==> config.mk <==
export PLATFORM = sky130hd
export DESIGN_NAME = run_halt_dumper
export DESIGN_NICKNAME = d
export VERILOG_FILES = /design/src/rtl/run_halt_dumper.sv
export SDC_FILE = /design/constraint.sdc
export NUM_CORES = 1
export LEC_CHECK = 0
export ABC_AREA = 1
export BUFFER_PORTS_ARGS = -buffer_cell sky130_fd_sc_hd__buf_2
export CORE_MARGIN = 2
export CORE_UTILIZATION = 35
export DETAILED_ROUTE_END_ITERATION = 6
export PLACE_DENSITY = 0.57
export SLEW_MARGIN = 20
export SYNTH_ARGS = -nofsm -noshare
export SYNTH_HDL_FRONTEND = slang
export SYNTH_SLANG_ARGS = --single-unit
==> constraint.sdc <==
create_clock -name i_clk -period 2 [get_ports i_clk]
set_input_delay 0 -clock i_clk [delete_from_list [all_inputs] [get_ports i_clk]]
set_output_delay 0 -clock i_clk [all_outputs]
set_load 0.02 [all_outputs]
==> src/rtl/run_halt_dumper.sv <==
// Run monitor: counts cycles until the CPU reaches a halt PC or a cycle timeout, then
// freezes the core and streams a framed dump (header, cycles, regs, RAM window).
module run_halt_dumper #(
    parameter int             XLEN      = 32,
    parameter logic [XLEN-1:0] HALT_PC  = XLEN'('h2000),
    parameter int             REG_COUNT = 32,
    parameter logic [XLEN-1:0] MEM_BASE = XLEN'('h1000),
    parameter int             MEM_WORDS = 64,
    parameter logic [31:0]    TIMEOUT   = 32'd0
) (
    input  logic            i_clk,
    input  logic            i_rst,
    input  logic [XLEN-1:0] i_pc,
    input  logic            i_pc_valid,
    output logic            o_stall,
    output logic [4:0]      o_reg_addr,
    input  logic [XLEN-1:0] i_reg_data,
    output logic [XLEN-1:0] o_mem_addr,
    input  logic [XLEN-1:0] i_mem_data,
    output logic            o_tx_valid,
    output logic [XLEN-1:0] o_tx_data,
    input  logic            i_tx_ready,
    output logic [31:0]     o_cycles,
    output logic            o_done,
    output logic            o_timeout
);
    typedef enum logic [2:0] {S_RUN, S_HDR, S_CYC, S_REGS, S_MEM, S_DONE} state_t;

    state_t      state, state_nxt;
    logic        rd_wait;
    logic [31:0] idx;
    logic        pc_hit, to_hit, halt, xfer, last_reg, last_mem;

    always_comb begin
        pc_hit   = i_pc_valid && (i_pc == HALT_PC);
        to_hit   = (TIMEOUT != 32'd0) && (o_cycles == TIMEOUT - 32'd1);
        halt     = (state == S_RUN) && (pc_hit || to_hit);
        xfer     = o_tx_valid && i_tx_ready;
        last_reg = (idx == 32'(REG_COUNT - 1));
        last_mem = (idx == 32'(MEM_WORDS - 1));
    end

    always_ff @(posedge i_clk or negedge i_rst) begin
        if (!i_rst) state <= S_RUN;
        else        state <= state_nxt;
    end

    always_comb begin
        state_nxt = state;
        case (state)
            S_RUN:   if (halt) state_nxt = S_HDR;
            S_HDR:   if (xfer) state_nxt = S_CYC;
            S_CYC:   if (xfer) state_nxt = S_REGS;
            S_REGS:  if (xfer && last_reg) state_nxt = S_MEM;
            S_MEM:   if (xfer && last_mem) state_nxt = S_DONE;
            default: state_nxt = S_DONE;
        endcase
    end

    always_comb begin
        o_stall = (state != S_RUN);
        o_done  = (state == S_DONE);
    end

    // rd_wait marks the clock in which the word for the current slot is being read;
    // the word is latched into o_tx_data at the end of it and then held until accepted.
    always_ff @(posedge i_clk or negedge i_rst) begin
        if (!i_rst) begin
            o_cycles   <= '0;
            o_timeout  <= 1'b0;
            o_tx_valid <= 1'b0;
            o_tx_data  <= '0;
            o_reg_addr <= '0;
            o_mem_addr <= '0;
            idx        <= '0;
            rd_wait    <= 1'b0;
        end else begin
            if (state == S_RUN && o_cycles != 32'hFFFF_FFFF)
                o_cycles <= o_cycles + 32'd1;
            if (halt) begin
                o_timeout <= to_hit && !pc_hit;
                rd_wait   <= 1'b1;
            end
            if (rd_wait) begin
                rd_wait    <= 1'b0;
                o_tx_valid <= 1'b1;
                case (state)
                    S_HDR:   o_tx_data <= XLEN'(32'hD0D0_0000) | XLEN'(o_timeout);
                    S_CYC:   o_tx_data <= XLEN'(o_cycles);
                    S_REGS:  o_tx_data <= i_reg_data;
                    S_MEM:   o_tx_data <= i_mem_data;
                    default: o_tx_valid <= 1'b0;
                endcase
            end
            if (xfer) begin
                o_tx_valid <= 1'b0;
                rd_wait    <= !(state == S_MEM && last_mem);
                case (state)
                    S_CYC: begin
                        o_reg_addr <= '0;
                        idx        <= '0;
                    end
                    S_REGS: begin
                        if (last_reg) begin
                            o_mem_addr <= MEM_BASE;
                            idx        <= '0;
                        end else begin
                            o_reg_addr <= o_reg_addr + 5'd1;
                            idx        <= idx + 32'd1;
                        end
                    end
                    S_MEM: begin
                        o_mem_addr <= o_mem_addr + XLEN'(1);
                        idx        <= idx + 32'd1;
                    end
                    default: ;
                endcase
            end
        end
    end
endmodule

==> impl_metrics.csv, run 1 <==
group,metric,value,unit
outcome,status,"complete, no violations",
run,drv_cap,0,
cts,clkTransAtPathRegs,70,ps
synth,yosys_warnings,0,
die,dieArea,25500,um2
synth,synth_area_leader_cell,"dfrtp_1",
synth,synth-seq-cells,138,
layout,nNetsFinal,1639,
timing,grt_setup_unrepaired,"no",
pwr,p_int,5.91,mW
pwr,switchingPower,3.45,mW
global_route,grt_overflow,0,
synth,synth_most_common_cell,"nand2_1",
place,placed_cell_area,10200,um2
cts,numClockSinks,138,
worst_setup_path,cpPeakStageDelay,450,ps
synth,postSynthCellCount,1214,
routing,drt_wl_total,27800,um
synth,avgSynthCellArea,6.98,um2
routing,drt_pre_antenna_iters,6,
synth,synth-edff-count,0,
worst_setup_path,crit_family,"simple AND/OR/NAND/NOR gates",
global_route,grt_pass1_wl,45000,um
layout,fin_cells,1867,
place,dpl.hpwl,20400,um
cts,cts_tree,"yes",
cts,clockRootBuffer,"clkbuf_16",
worst_setup_path,crit_arrival,2160,ps
worst_setup_path,crit_chain,"nor2_4 > nand2_4 > inv_2 > nor2_1 > nor2_1 > inv_2 > buf_4 > a21o_1",
timing,setup_viol_count_final,0,
routing,first_iter_violations,641,
synth,netlist_area,8470,um2
worst_setup_path,worstPathRequired,2320,ps
global_route,grt_use_total,22.0,%
layout,diodes,0,
cts,clockBufferDepth,2,
synth,synthTopCellsByArea,"dfrtp_1, nand2_1, nor2_1",
timing,tightestPinTransition,504,ps
worst_setup_path,crit_type,"reg -> reg",
layout,syn_to_final_growth,35.6,%
pwr,power_density,815,nW/um2
die,start_util,35.9,%
global_route,antenna_found_initial,0,
place,port_buffers,203,
routing,ant_nets,0,
pwr,leakagePower,5.55,nW
routing,wl_per_cell,14.9,um
worst_setup_path,endpoint_kind,"flop",
synth,synth_top_area_share,40.8,%
timing,finalHoldViolations,0,
timing,finalWorstSetupSlack,153,ps
synth,ys_types,47,
pwr,seqPwrFrac,38.7,%
timing,slew_viol_final,0,
cts,numCtsBuffers,17,
routing,vias_per_cell,4.90,
min_path,hold_class,"in -> reg",
die,core_area,23600,um2
timing,fin_crit,1850,ps
timing,final.period_utilization,92.3,%
layout,fill_cells,2382,
synth,async_flop_share,100,%
timing,timing.fmax,541,MHz
worst_setup_path,r2r_setup_slack,150,ps
synth,syn_nets,1318,
die,rows,56,
pwr,p_total,9.36,mW
cts,htree_levels,4,
pwr,clock_power_share,32.4,%
global_route,grt_pass1_vias,8683,
place,placed_cells,1765,
timing,hold-worst-slack,16.7,ps
synth,ys.flop_type,"dfrtp_1",
pwr,comb_power_share,28.8,%
routing,drc_errors,0,
worst_setup_path,crit_buf_inv,3,
die,die_x,160,um
timing,clock_skew,13.7,ps
place,pre_cts_slack,110,ps
timing,setup_tns,0,ps
cts,clk_latency,440,ps
die,ios,205,
layout,drive_gt1_share,23.0,%
synth,ys_top_cells_by_count,"nand2_1, nor2_1, dfrtp_1",
layout,utilization,48.6,%
pwr,ir_drop,0.483,mV
die,die_h,160,um
worst_setup_path,slowest_stage,"dfrtp_2",
layout,stdcell_area,11500,um2
pwr,p_sw_share,36.9,%
routing,num_vias,9144,
timing,slew_headroom,66.4,%
worst_setup_path,cp_max_fo,34,
global_route,grt_max_degree,50,
place,gp_congestion,0.901,
synth,synth_seq_area_share,40.8,%
worst_setup_path,cp-start-kind,"flop",
==> state kept, by name, indices dropped and copies added (netlist names) <==
register	cells
idx	32
o_cycles	32
o_mem_addr	32
o_reg_addr	5
o_tx_data	32
o_tx_valid	1
rd_wait	1
state	3
==> worst min-delay path: stages <==
cell     delay, ps
buf_2           70
nand2_1         40
nand2_1        110
a21oi_1         60
o21ai_1        120
==> cell families after synthesis <==
group | after synthesis | synth area share, %
adder cells (fa/ha/maj) | 4 | 0.591
flip-flops | 138 | 40.8
AO/OA/AOI/OAI | 134 | 9.54
AND/OR/NAND/NOR | 756 | 37.7
buffers and inverters | 139 | 7.05
multiplexers | 1 | 0.118
other | 1 | 0.0443
XOR/XNOR | 41 | 4.24
==> path summary, 6_finish.rpt <==
path / start / endpoint / cells past startpoint
worst max-delay path: state[0]$_DFFE_PN0P_ / o_tx_data[1]$_DFFE_PN0P_ / 8
worst min-delay path: i_mem_data[27] / o_tx_data[27]$_DFFE_PN0P_ / 5
worst max register to register: state[0]$_DFFE_PN0P_ / o_tx_data[1]$_DFFE_PN0P_ / 8
worst min register to register: o_tx_data[10]$_DFFE_PN0P_ / o_tx_data[10]$_DFFE_PN0P_ / 1
max in group asynchronous: i_rst / o_tx_data[1]$_DFFE_PN0P_ / 3
min in group asynchronous: i_rst / o_mem_addr[30]$_DFFE_PN0P_ / 2
==> cell usage in the layout (no fill, tap or decap), types with 5 or more instances in the layout <==
master,instances
a21o_1,13
a21oi_1,20
a31oi_1,13
buf_2,202
buf_4,57
clkbuf_16,17
dfrtp_1,137
dlygate4sd3_1,67
inv_1,96
inv_2,11
inv_6,7
nand2_1,410
nand2_2,5
nand3_1,68
nand3b_1,6
nand4_1,11
nor2_1,173
nor2_2,10
nor2_4,6
nor3_1,45
nor3_2,5
o21ai_0,31
o21ai_1,31
o21ai_2,8
xnor2_1,7
xor2_1,34
==> power groups by stage <==
stage / Clock, mW / Combinational, mW / Sequential (mW)
after floorplan: 0 / 1.07 / 4.15
after global placement: 0 / 2.56 / 3.67
after detailed placement: 0 / 2.59 / 3.66
after CTS: 3.11 / 2.70 / 3.62
after global routing: 3.25 / 2.96 / 3.70
final: 3.04 / 2.70 / 3.63
==> area by class of cell <==
class	count	area (um2)	area share (%)
clock inverters	15	129	1.12
clock buffers	17	425	3.70
multi-input cells	937	4450	38.8
well taps	319	399	3.47
repair buffers	332	2210	19.3
inverters	109	412	3.58
flip-flops and latches	138	3450	30.1
==> metal layers <==
metal	vias to the layer above	routed length (um)	global-route usage [%]
li1	4523	-	-
met1	4218	12700	29.8
met2	346	12700	35.2
met3	57	1780	4.04
met4	0	667	7.93
met5	-	0	0
==> what timing repair did <==
| item | in CTS | in global routing |
|---|---|---|
| hold endpoints to repair | 123 | 0 |
| buffers inserted | 0 | 2 |
| gates resized for setup | 0 | 11 |
| hold buffers | 68 | 0 |
| endpoints found under the setup margin | 0 | 21 |
Note: power is estimated with default switching activity, not from simulation.
==> run 2: changes to the inputs <==
- PLACE_DENSITY: 0.57 -> not set
==> run 2 against run 1 <==
Clock-buffer cell count did not move. Design area shrank 0.30%. Non-clock buffer count decreased by 7. Sequential share of layout area grew 0.10 points. Core utilization shrank 0.15 points. Clock skew is 2.3 ps higher. Via count decreased by 0.83%.
==> impl_metrics.csv, run 2 (synthesized netlist as in run 1, its figures left out) <==
group,metric,value,unit
outcome,status,"complete, no violations",
routing,wl_per_cell,14.7,um
cts,htree_levels,4,
layout,nNetsFinal,1632,
cts,numClockSinks,138,
routing,drc_errors,0,
worst_setup_path,crit_type,"reg -> reg",
global_route,antenna_found_initial,0,
die,dieArea,25500,um2
timing,slew_viol_final,0,
pwr,p_total,9.42,mW
die,ios,205,
routing,first_iter_violations,717,
worst_setup_path,endpoint_kind,"flop",
routing,drt_pre_antenna_iters,5,
layout,syn_to_final_growth,35.2,%
routing,ant_nets,0,
timing,timing.fmax,542,MHz
layout,drive_gt1_share,22.6,%
global_route,grt_overflow,0,
die,rows,56,
cts,clockRootBuffer,"clkbuf_16",
min_path,hold_class,"in -> async",
routing,drt_wl_total,27300,um
layout,final_common_cell,"nand2_1",
layout,diodes,0,
place,dpl.hpwl,20300,um
layout,utilization,48.5,%
routing,num_vias,9068,
timing,setup_viol_count_final,0,
timing,fin_crit,1850,ps
pwr,leakagePower,5.54,nW
cts,clkTransAtPathRegs,70,ps
pwr,ir_drop,0.547,mV
die,die_x,160,um
layout,final_cell_mix,"nand2_1, buf_2, nor2_1, dfrtp_1, inv_1",
worst_setup_path,worstReg2RegStart,"state[1]$_DFFE_PN0P_",
die,die_h,160,um
timing,clock_skew,16.0,ps
place,port_buffers,203,
cts,clk_latency,440,ps
timing,grt_setup_unrepaired,"yes",
layout,fill_cells,2358,
worst_setup_path,crit_arrival,2210,ps
place,pre_cts_slack,112,ps
global_route,grt_max_degree,48,
worst_setup_path,worstPathRequired,2360,ps
worst_setup_path,rr_endpoint,"idx[20]$_DFFE_PN0P_",
cts,numCtsBuffers,17,
global_route,grt_use_total,21.6,%
timing,setup_tns,0,ps
worst_setup_path,r2r_setup_slack,150,ps
worst_setup_path,cp-start-kind,"flop",
routing,vias_per_cell,4.88,
worst_setup_path,cp_max_fo,12,
place,placed_cells,1760,
layout,fin_cells,1860,
pwr,power_density,822,nW/um2
place,placed_cell_area,10200,um2
layout,stdcell_area,11500,um2
cts,clockBufferDepth,2,
die,start_util,35.9,%
global_route,grt_pass1_vias,8648,
timing,finalWorstSetupSlack,155,ps
die,core_area,23600,um2
timing,final.period_utilization,92.3,%
timing,finalHoldViolations,0,
timing,hold-worst-slack,37.8,ps
run,drv_cap,0,
global_route,grt_pass1_wl,44300,um
cts,cts_tree,"yes",
worst_setup_path,ff2ff_path_depth,11,
place,gp_congestion,0.924,
-- run 2: cell count changes in the layout (fill, tap and decap cells not counted), sizes merged --
cell	delta
clkinv	+2
inv	+1
dlygate4sd3	-1
dlymetal6s4s	-1
buf	-5
clkinvlp	-3
-- run 2: worst max path at each step --
stage,start,depth (start not counted),to,slack (ps)
3_3_place_gp,idx[1]$_DFFE_PN0P_,8,state[0]$_DFFE_PN0P_,150
5_1_grt,state[1]$_DFFE_PN0P_,11,idx[28]$_DFFE_PN0P_,-10
6_report,state[1]$_DFFE_PN0P_,11,idx[20]$_DFFE_PN0P_,150
2_1_floorplan,o_mem_addr[0]$_DFFE_PN0P_,9,o_mem_addr[10]$_DFFE_PN0P_,190
3_5_place_dp,idx[0]$_DFFE_PN0P_,8,state[0]$_DFFE_PN0P_,110
4_1_cts,idx[0]$_DFFE_PN0P_,8,state[0]$_DFFE_PN0P_,90
-- run 2: routing by layer --
metal	GRT usage [%]	up-vias	routed length [um]
met3	3.70	64	1520
li1	-	4516	-
met2	34.9	318	12500
met5	0	-	0
met1	29.0	4170	12500
met4	7.93	0	765
-- run 2: worst max-delay path, cell delays in order (launching register included) --
cell and delay (ps):
dfrtp_2 440, nor2_4 170, nand2_4 130, nand2_4 120
nand2_4 130, nor2_4 230, nand2_2 110, nor2_4 150
nand2_1 90, nand2_1 70, nand2_1 50, nor2_1 80
-- run 2: what timing repair did --
action                                  4_1_cts  5_1_grt
hold buffers                                 66        0
resized for setup                             0        6
endpoints found under the setup margin        0       11
hold endpoints to repair                    171        0
buffers inserted                              0        2
-- run 2: power breakdown --
| group | total (mW) | switching (mW) | leakage (nW) | internal (mW) |
|---|---|---|---|---|
| logic | 2.69 | 1.68 | 3.46 | 1.00 |
| clock network | 3.09 | 1.43 | 0.285 | 1.66 |
| registers | 3.64 | 0.359 | 1.79 | 3.28 |
-- run 2: layout make-up --
cell class | instances | area [um2] | area share, %
clock buffer | 17 | 425 | 3.72
timing repair buffer | 325 | 2180 | 19.0
clock inverter | 15 | 150 | 1.31
inverter | 109 | 412 | 3.59
tap | 319 | 399 | 3.49
multi-input combinational | 937 | 4430 | 38.7
sequential | 138 | 3460 | 30.2
